===== config.mk =====
export PLATFORM = sky130hd
export DESIGN_NAME = cfa_window_ctrl
export DESIGN_NICKNAME = d
export VERILOG_FILES = /design/src/rtl/cfa_defs.sv /design/src/rtl/cfa_raster_cnt.sv /design/src/rtl/cfa_window_ctrl.sv
export SDC_FILE = /design/constraint.sdc
export NUM_CORES = 1
export LEC_CHECK = 0
export BUFFER_PORTS_ARGS = -buffer_cell sky130_fd_sc_hd__buf_2
export CORE_MARGIN = 5
export CORE_UTILIZATION = 55
export DETAILED_ROUTE_END_ITERATION = 7
export PLACE_DENSITY = 0.78
export SYNTH_ARGS = -nofsm -noshare
export SYNTH_HDL_FRONTEND = slang
export SYNTH_HIERARCHICAL = 1
export SYNTH_SLANG_ARGS = --single-unit

===== constraint.sdc =====
create_clock -name clk -period 3.8 [get_ports clk]
set_clock_uncertainty 0.2 [all_clocks]
set_input_delay 0.76 -clock clk [delete_from_list [all_inputs] [get_ports clk]]
set_output_delay 0.76 -clock clk [all_outputs]
set_load 0.1 [all_outputs]

===== src/rtl/cfa_defs.sv =====
// Shared encodings for the CFA window controller: FSM states, Bayer
// pattern codes, centre-pixel colour codes and the phase helper.
package cfa_defs;

  typedef enum logic [2:0] {
    ST_IDLE  = 3'd0,
    ST_CLEAR = 3'd1,
    ST_FILL  = 3'd2,
    ST_RUN   = 3'd3,
    ST_DONE  = 3'd4
  } state_e;

  typedef enum logic [1:0] {
    BAYER_RGGB = 2'd0,
    BAYER_GRBG = 2'd1,
    BAYER_GBRG = 2'd2,
    BAYER_BGGR = 2'd3
  } bayer_e;

  typedef enum logic [1:0] {
    PH_R  = 2'd0,
    PH_GR = 2'd1,
    PH_GB = 2'd2,
    PH_B  = 2'd3
  } phase_e;

  // Row parity flips R/B rows, column parity flips within a row.
  function automatic phase_e cfa_phase_f(input logic row_lsb, input logic col_lsb,
                                         input bayer_e bayer);
    logic [1:0] code;
    code = {row_lsb ^ bayer[1], col_lsb ^ bayer[0]};
    return phase_e'(code);
  endfunction

endpackage


===== src/rtl/cfa_raster_cnt.sv =====
// Raster column/row position counter bounded by the latched frame size.
// Holds at the last pixel of the frame until cleared.
module cfa_raster_cnt #(
  parameter int ColBits = 11,
  parameter int RowBits = 11
) (
  input  logic               clk,
  input  logic               rst,
  input  logic               clr,
  input  logic               en,
  input  logic [ColBits-1:0] width,
  input  logic [RowBits-1:0] height,
  output logic [ColBits-1:0] col,
  output logic [RowBits-1:0] row,
  output logic               last_col,
  output logic               last_pix
);

  logic [ColBits-1:0] col_r;
  logic [RowBits-1:0] row_r;
  logic               last_col_s;
  logic               last_row_s;

  assign last_col_s = (col_r == (width - ColBits'(1)));
  assign last_row_s = (row_r == (height - RowBits'(1)));

  // Position register: advance one pixel per enable, wrap column at row end.
  always_ff @(posedge clk or negedge rst) begin
    if (!rst) begin
      col_r <= '0;
      row_r <= '0;
    end else if (clr) begin
      col_r <= '0;
      row_r <= '0;
    end else if (en && !(last_col_s && last_row_s)) begin
      if (last_col_s) begin
        col_r <= '0;
        row_r <= row_r + RowBits'(1);
      end else begin
        col_r <= col_r + ColBits'(1);
      end
    end
  end

  assign col      = col_r;
  assign row      = row_r;
  assign last_col = last_col_s;
  assign last_pix = last_col_s && last_row_s;

endmodule


===== src/rtl/cfa_window_ctrl.sv =====
// Raster-scan sequencer for the CFA 2D window buffer: pixel handshake,
// buffer enable/reset, window-valid flag and centre/phase tagging.
module cfa_window_ctrl
  import cfa_defs::*;
#(
  parameter int FilterSize = 3,
  parameter int ColBits    = 11,
  parameter int RowBits    = 11
) (
  input  logic               clk,
  input  logic               rst,
  input  logic               start,
  input  logic [ColBits-1:0] cfg_width,
  input  logic [RowBits-1:0] cfg_height,
  input  logic [1:0]         cfg_bayer,
  input  logic               s_valid,
  output logic               s_ready,
  output logic               buf_en,
  output logic               buf_rst,
  output logic               m_valid,
  input  logic               m_ready,
  output logic [RowBits-1:0] win_row,
  output logic [ColBits-1:0] win_col,
  output logic [1:0]         cfa_phase,
  output logic               busy,
  output logic               frame_done,
  output logic               cfg_err
);

  localparam logic [ColBits-1:0] MIN_W         = ColBits'(FilterSize);
  localparam logic [RowBits-1:0] MIN_H         = RowBits'(FilterSize);
  localparam logic [ColBits-1:0] COL_FIRST     = ColBits'(FilterSize - 1);
  localparam logic [RowBits-1:0] ROW_FIRST     = RowBits'(FilterSize - 1);
  localparam logic [RowBits-1:0] ROW_LAST_FILL = RowBits'(FilterSize - 2);
  localparam logic [ColBits-1:0] COL_HALF      = ColBits'(FilterSize / 2);
  localparam logic [RowBits-1:0] ROW_HALF      = RowBits'(FilterSize / 2);

  state_e             state_r;
  state_e             state_nx_s;
  logic [ColBits-1:0] width_r;
  logic [RowBits-1:0] height_r;
  bayer_e             bayer_r;

  logic [ColBits-1:0] col_s;
  logic [RowBits-1:0] row_s;
  logic               last_col_s;
  logic               last_pix_s;

  logic               s_ready_s;
  logic               buf_rst_s;
  logic               busy_s;
  logic               done_go_s;
  logic               accept_s;
  logic               cfg_ok_s;
  logic               win_hit_s;
  logic [RowBits-1:0] new_row_s;
  logic [ColBits-1:0] new_col_s;

  logic               m_valid_r;
  logic [RowBits-1:0] win_row_r;
  logic [ColBits-1:0] win_col_r;
  phase_e             cfa_phase_r;
  logic               frame_done_r;
  logic               cfg_err_r;

  assign cfg_ok_s  = (cfg_width >= MIN_W) && (cfg_height >= MIN_H);
  assign accept_s  = s_valid && s_ready_s;
  assign win_hit_s = accept_s && (row_s >= ROW_FIRST) && (col_s >= COL_FIRST);
  assign new_row_s = row_s - ROW_HALF;
  assign new_col_s = col_s - COL_HALF;

  cfa_raster_cnt #(
    .ColBits (ColBits),
    .RowBits (RowBits)
  ) u_cnt (
    .clk      (clk),
    .rst      (rst),
    .clr      (buf_rst_s),
    .en       (accept_s),
    .width    (width_r),
    .height   (height_r),
    .col      (col_s),
    .row      (row_s),
    .last_col (last_col_s),
    .last_pix (last_pix_s)
  );

  // FSM state register.
  always_ff @(posedge clk or negedge rst) begin
    if (!rst) begin
      state_r <= ST_IDLE;
    end else begin
      state_r <= state_nx_s;
    end
  end

  // FSM next-state logic.
  always_comb begin
    state_nx_s = state_r;
    case (state_r)
      ST_IDLE: begin
        if (start && cfg_ok_s) state_nx_s = ST_CLEAR;
        else                   state_nx_s = ST_IDLE;
      end
      ST_CLEAR: state_nx_s = ST_FILL;
      ST_FILL: begin
        if (accept_s && last_col_s && (row_s == ROW_LAST_FILL)) state_nx_s = ST_RUN;
        else                                                     state_nx_s = ST_FILL;
      end
      ST_RUN: begin
        if (accept_s && last_pix_s) state_nx_s = ST_DONE;
        else                        state_nx_s = ST_RUN;
      end
      ST_DONE: begin
        if (done_go_s) state_nx_s = ST_IDLE;
        else           state_nx_s = ST_DONE;
      end
      default: state_nx_s = ST_IDLE;
    endcase
  end

  // FSM outputs; a pending window blocks intake until downstream takes it.
  always_comb begin
    s_ready_s = 1'b0;
    buf_rst_s = 1'b0;
    busy_s    = 1'b1;
    done_go_s = 1'b0;
    case (state_r)
      ST_IDLE: begin
        buf_rst_s = 1'b1;
        busy_s    = 1'b0;
      end
      ST_CLEAR: buf_rst_s = 1'b1;
      ST_FILL, ST_RUN: s_ready_s = !m_valid_r || m_ready;
      ST_DONE: done_go_s = !m_valid_r || m_ready;
      default: begin
        buf_rst_s = 1'b1;
        busy_s    = 1'b0;
      end
    endcase
  end

  // Frame configuration captured on an accepted start.
  always_ff @(posedge clk or negedge rst) begin
    if (!rst) begin
      width_r  <= '0;
      height_r <= '0;
      bayer_r  <= BAYER_RGGB;
    end else if ((state_r == ST_IDLE) && start && cfg_ok_s) begin
      width_r  <= cfg_width;
      height_r <= cfg_height;
      bayer_r  <= bayer_e'(cfg_bayer);
    end
  end

  // Single-cycle status pulses.
  always_ff @(posedge clk or negedge rst) begin
    if (!rst) begin
      frame_done_r <= 1'b0;
      cfg_err_r    <= 1'b0;
    end else begin
      frame_done_r <= (state_r == ST_DONE) && done_go_s;
      cfg_err_r    <= (state_r == ST_IDLE) && start && !cfg_ok_s;
    end
  end

  // Window valid and tags; a new window arriving with m_ready replaces the old one without a bubble.
  always_ff @(posedge clk or negedge rst) begin
    if (!rst) begin
      m_valid_r   <= 1'b0;
      win_row_r   <= '0;
      win_col_r   <= '0;
      cfa_phase_r <= PH_R;
    end else if (win_hit_s) begin
      m_valid_r   <= 1'b1;
      win_row_r   <= new_row_s;
      win_col_r   <= new_col_s;
      cfa_phase_r <= cfa_phase_f(new_row_s[0], new_col_s[0], bayer_r);
    end else if (m_ready) begin
      m_valid_r   <= 1'b0;
    end
  end

  assign s_ready    = s_ready_s;
  assign buf_en     = accept_s;
  assign buf_rst    = buf_rst_s;
  assign busy       = busy_s;
  assign m_valid    = m_valid_r;
  assign win_row    = win_row_r;
  assign win_col    = win_col_r;
  assign cfa_phase  = cfa_phase_r;
  assign frame_done = frame_done_r;
  assign cfg_err    = cfg_err_r;

endmodule


[Word level (Yosys, flattened, before mapping)]
Index checks and enable logic that the tools add are counted.
Widths: inputs -> output; s select.
Word-level totals
  flip-flop bits (word level): 76
  input port bits: 29
Cells by class
  add/sub/neg operators: 6
  $lt $le $gt $ge: 4
  equal/unequal tests: 9
  muxes and demuxes: 17
  bitwise operators: 2
  reduce and logical (&&, ||, !) cells: 24
Operators by type and width (number)
  $mux 11: 6
  $ge 11x2->1 const B: 4
  $sub 11x1->11 const B: 4
  $add 11x1->11 const B: 2
  $eq 11x11->1: 2
  $pmux 3 s5: 1
  $logic_and 1x1->1: 14
  $eq 11x1->1 const B: 1
  $mux 1: 8
  $eq 3x2->1 const B: 2
  $mux 3: 2
  $ne 2x1->1 const B: 2
  $reduce_or 4->1: 1
  $eq 3x1->1 const B: 1
  $eq 3x3->1 const B: 1
  $logic_not 1->1: 3
  $logic_not 3->1: 1
  $reduce_or 3->1: 1
  $reduce_and 2->1: 1
  $reduce_bool 2->1: 1
  $reduce_or 2->1: 1
  $xor 1x1->1: 2
  $logic_or 1x1->1: 1

[Logic depth before layout (Yosys ltp)]
  depth in word-level cells: 8
  depth in mapped cells: 12
  mapped depth without buffers: 11

[Hierarchy]
Netlist, hierarchy kept.
Modules (own cells, without submodules)
  cfa_window_ctrl: instances 1, cells each 203, area each 2661.3 um^2, seq. area each 1351.3 um^2
  cfa_raster_cnt: instances 1, cells each 272, area each 2184.6 um^2, seq. area each 550.5 um^2

[Least setup slack after synthesis]
Ideal clock, no wire load.
  kind: flip-flop to flip-flop
  start: register m_valid_r (netlist: m_valid)
  end: register u_cnt.row_r[10] (netlist: u_cnt/row[10])
  setup time: 78 ps
  arrival: 3543 ps
  required time: 3522 ps
  path slack: -21 ps
  cell stages (with the launch flop): 10
  buffers on the path: 2
  period minus slack after synthesis: 3821 ps
  cells stage by stage: dfrtp_1 or2b_2 nand3_1 inv_1 inv_1 or4_1 buf_2 buf_6 or4_1 a21oi_1
Between the ends
  word-level cells in the longest chain between the ends: 7
RTL lines
  from (decl): RTL line cfa_window_ctrl.sv:59  | logic m_valid_r;
  from (signal assigned): RTL line cfa_window_ctrl.sv:170  | m_valid_r <= 1'b0;
  from (signal assigned): RTL line cfa_window_ctrl.sv:175  | m_valid_r <= 1'b1;
  from (signal assigned): RTL line cfa_window_ctrl.sv:180  | m_valid_r <= 1'b0;
  $logic_not 1->1: RTL line cfa_window_ctrl.sv:134  | ST_FILL, ST_RUN: s_ready_s = !m_valid_r || m_ready;
  $logic_or 1x1->1: RTL line cfa_window_ctrl.sv:134
  $mux 1: RTL line cfa_window_ctrl.sv:128  | case (state_r)
  $logic_and 1x1->1: RTL line cfa_window_ctrl.sv:67  | assign accept_s = s_valid && s_ready_s;
  named net buf_en: RTL line cfa_window_ctrl.sv:18  | output logic buf_en,
  $logic_and 1x1->1: RTL line cfa_raster_cnt.sv:35  | end else if (en && !(last_col_s && last_row_s)) begin
  $ne 2x1->1 (no line)
  $reduce_and 2->1 (no line)
  to (signal assigned): RTL line cfa_raster_cnt.sv:38  | row_r <= row_r + RowBits'(1);
  to (decl): RTL line cfa_raster_cnt.sv:20  | logic [RowBits-1:0] row_r;
The timed path passes the listed nets, and every way through them passes these cells.
A chain may end at the register's enable or synchronous reset.

[Worst setup path in the final report]
  start: register height_r[0]
  end: register state_r[0]
Between the ends
  word-level cells in the longest chain between the ends: 6
RTL lines
  from (decl): RTL line cfa_window_ctrl.sv:41  | logic [RowBits-1:0] height_r;
  from (signal assigned): RTL line cfa_window_ctrl.sv:151  | height_r <= cfg_height;
  $sub 11x1->11: RTL line cfa_raster_cnt.sv:25  | assign last_row_s = (row_r == (height - RowBits'(1)));
  $eq 11x11->1: RTL line cfa_raster_cnt.sv:25
  $logic_and 1x1->1: RTL line cfa_raster_cnt.sv:48  | assign last_pix = last_col_s && last_row_s;
  named net last_pix_s: RTL line cfa_window_ctrl.sv:47  | logic last_pix_s;
  $logic_and 1x1->1: RTL line cfa_window_ctrl.sv:111  | if (accept_s && last_pix_s) state_nx_s = ST_DONE;
  $mux 3: RTL line cfa_window_ctrl.sv:111
  $pmux 3 s5: RTL line cfa_window_ctrl.sv:100  | case (state_r)
  named net state_nx_s[0]: RTL line cfa_window_ctrl.sv:39  | state_e state_nx_s;
  to (signal assigned): RTL line cfa_window_ctrl.sv:93  | state_r <= state_nx_s;
  to (decl): RTL line cfa_window_ctrl.sv:38  | state_e state_r;
The timed path passes the listed nets, and every way through them passes these cells.

==> run summary <==
The via count of the first global-routing pass is 3938. The library cell used most frequently in the layout, excluding fill and tap cells, is dfrtp_1. The height of the die came out at 104 µm. The internal power of the cells is 0.00170 W. The die area is 0.0108 mm². The overall power is ~0.0029 W.

Setup repair after global routing left no endpoint under its margin. The first-pass GRT wire length is 18600 µm. The highest net fanout along the worst path came out at 10. The clock passes through at most 2 buffers. The routed design has approximately 11000 µm of wire.

TritonCTS built the clock tree. The post-cts sizing count came out at 0. The total via count in the routed design is 3952. The cell area after technology mapping is between 0.004 and 0.005 mm². The number of nets in the layout came out at 569. The number of pins exceeding their max-slew limit in the final report is 0. Of the total power, combinational logic draws 36.5%. The arrival time of data at the critical path endpoint is around 3.4 ns. The placed wire-length estimate came out at a little under 8000 µm.

The initial detailed-routing violation count came out at 259. The standby leakage power is roughly 2.4 nW. After technology mapping, the gate count stands at 475. The port buffer count came out at between 50 and 60. The fraction of power consumed by sequential logic is 37.3%. Fill cells in the final layout number just over 700.

The timing-limited maximum frequency is about 290 MHz. The I/O pin count came out at 60. Entering global routing, the biggest net connects a little under 80 pins. In this run the worst hold path is classified as reg -> reg. In the finished design, the share of the clock period the worst path needs comes to 89.7%. The number of nets handed over by synthesis was 513. The detail-routed net length per standard cell is 16.9 µm. The total congestion overflow came out at 0. For this run, design rule violations remaining after detail routing come to 0.

The number of buffers inserted during clock tree synthesis came out at 9. The count of standard-cell rows came out at 34. The number of flip-flops and latches in the synthesized netlist came out at 76.

The fraction of layout instances using a drive strength above 1 is about a quarter. The share of the Yosys chip area taken by registers is 39.2%. The clock-pin slew reported for the worst setup and hold paths after clock tree synthesis is 0.09 ns. The share of total power in the clock network is 26.2%.

The number of nets with antenna violations after routing is 0. The transition time at the pin with the least slew margin is 0.950 ns. The width of the chip is 104 µm. The flow ran to the end, and the final reports show no timing, DRC or antenna violations. STA classifies the critical path startpoint as a register. Setup violations remaining at the end of the flow were counted as 0. The number of antenna violations at the first check in global routing is 0.

The number of buffers inserted to repair setup after CTS is 0. The net switching fraction of the power came out at a little over two fifths. The detailed-routing iteration count for the pre-antenna-repair pass came out at 5. Global routing used between 20% and 30% of the available tracks.

The total power per unit cell area came out at 535 mW/mm². The average footprint of a synthesized cell is 10.2 µm². The net switching power is between 0.001 and 0.0015 W. The fraction of registers with async set or reset after synthesis is 100%.

The final antenna diode count came out at 0. The global placement routability congestion came out at 0.886. The minimum clock period is 3.41 ns. The number of synthesized flops with an enable pin is 0. After detailed routing, the number of vias per cell comes to 6.14. The worst-case IR drop observed on VDD is 0.286 mV.

The top cell types in the final layout, fill and taps aside, are dfrtp_1 (76), buf_2 (58), mux2_2 (30), xnor2_1 (29), nand2_1 (26). For this run, the leading register cell type out of synthesis is dfrtp_1. The worst setup path is captured at a register. The tree is rooted in a clkbuf_8.

The total of warnings raised by yosys is 6. The worst max-slew margin expressed relative to the limit came out at 36.7%. The number of clock sinks seen by CTS is between 70 and 80. Clock latency on the worst-skew pair, taken at its later pin, is 0.35 ns. The setup path with the least slack is of type reg -> reg. The number of H-tree levels is 3. The quantity of hold-fixing buffers added after cts came out at 0. The initial core utilization is 56.1%. The number of distinct library cells after synthesis is 67. The layout-stage area growth over the synthesis result came out at 12.4%. The count of endpoints failing hold in the final timing report came out at 0. The setup TNS came out at 0 ns.

The required time at the worst-slack endpoint came out at around 3.8 ns. The count of max-cap constraint violations came out at 0. The placeable core region is 0.00864 mm².
cells in the mapped netlist, types with 3 or more instances:
cell	count	share of area, %
and3_1	7	0.90
a31oi_1	5	0.65
xor2_1	14	2.5
o21ai_0	9	0.93
nor2_1	23	1.8
clkbuf_1	9	0.70
mux2i_1	7	1.4
dfrtp_1	76	39
mux2_2	30	7.0
or4b_1	3	0.62
a21oi_1	21	2.2
or4_1	15	2.3
nand2b_1	4	0.52
buf_2	8	0.83
a311o_1	3	0.62
nor3_1	15	1.5
nor3_2	3	0.62
nand2_1	26	2.0
a211oi_1	3	0.46
nor2b_1	4	0.52
mux2_4	17	5.3
nor4_1	8	1.0
nand4_1	10	1.3
nand3_1	22	2.3
inv_1	20	1.5
nor3b_1	4	0.62
ha_1	9	2.3
o31ai_1	11	1.7
or3_1	3	0.39
and2_1	4	0.52
o211ai_1	7	1.1
xnor2_1	29	5.2
metrics by stage:
stage	utilization (%)	worst slack, ns	hold slack [ns]	cells	instance area [µm²]
floorplan	-	0.233	0.264	475	4850
global placement	60.2	0.619	0.286	628	5200
detailed placement	60.2	0.458	0.287	628	5200
CTS	63.1	0.434	0.308	644	5450
global route	63.1	0.149	0.318	644	5450
finish	63.1	0.391	0.303	644	5450
registers in the layout (all words and copies together) (netlist names):
signal and cells:
bayer_r 2, cfa_phase 2, cfg_err 1, frame_done 1, height_r 11, m_valid 1, state_r 3, u_cnt/col 11
u_cnt/row 11, width_r 11, win_col 11, win_row 11
final timing paths:
kind,startpoint,to,slack [ns],cells after the start
max in group asynchronous,rst,state_r[2]$_DFF_PN0_,2.43,1
hold reg to reg,win_col[3]$_DFFE_PN0P_,win_col[3]$_DFFE_PN0P_,0.30,1
hold / removal,win_col[3]$_DFFE_PN0P_,win_col[3]$_DFFE_PN0P_,0.30,1
setup reg to reg,height_r[0]$_DFFE_PN0P_,state_r[0]$_DFF_PN0_,0.39,11
setup / recovery,height_r[0]$_DFFE_PN0P_,state_r[0]$_DFF_PN0_,0.39,11
min in group asynchronous,rst,width_r[10]$_DFFE_PN0P_,0.36,1
power by group through the flow:
stage	Clock (W)	Combinational, W	Sequential, W
2_1_floorplan	0	0.000481	0.00147
4_1_cts	0.000780	0.00106	0.00109
6_report	0.000764	0.00106	0.00109
3_3_place_gp	0	0.00103	0.00109
5_1_grt	0.000806	0.00113	0.00111
3_5_place_dp	0	0.00106	0.00110
per-layer routing:
| layer | global-route usage, % | wire, µm |
|---|---|---|
| met5 | 0 | 0 |
| met3 | 3.72 | 664 |
| met4 | 7.68 | 160 |
| met1 | 28.7 | 4960 |
| met2 | 31.2 | 5120 |
final cells by class:
type / count / area, µm² / share of cell area [%]
Multi-Input combinational cell: 357 / 2730 / 50.0
Sequential cell: 76 / 1900 / 34.9
Timing Repair Buffer: 67 / 358 / 6.57
Clock buffer: 10 / 138 / 2.53
Tap cell: 108 / 135 / 2.48
Clock inverter: 6 / 111 / 2.04
Inverter: 20 / 78.8 / 1.45
kinds of logic after synthesis:
| kind of cell | synth area share [%] |
|---|---|
| AO/OA/AOI/OAI | 11.2 |
| XOR/XNOR | 7.77 |
| adder cells (fa/ha/maj) | 2.32 |
| buffers and inverters | 4.52 |
| flip-flops | 39.2 |
| multiplexers | 13.7 |
| AND/OR/NAND/NOR | 21.3 |
critical path, stage by stage, from the launching register on:
cell and delay (ns):
dfrtp_1 0.42, inv_1 0.07, ha_1 0.27, or4b_1 0.53
or2_0 0.23, o311a_1 0.33, a31oi_1 0.13, and4bb_1 0.42
and2_1 0.30, nand4_1 0.13, a32oi_1 0.16, o21ai_0 0.10
No activity file was read; power rests on OpenSTA's default activity.
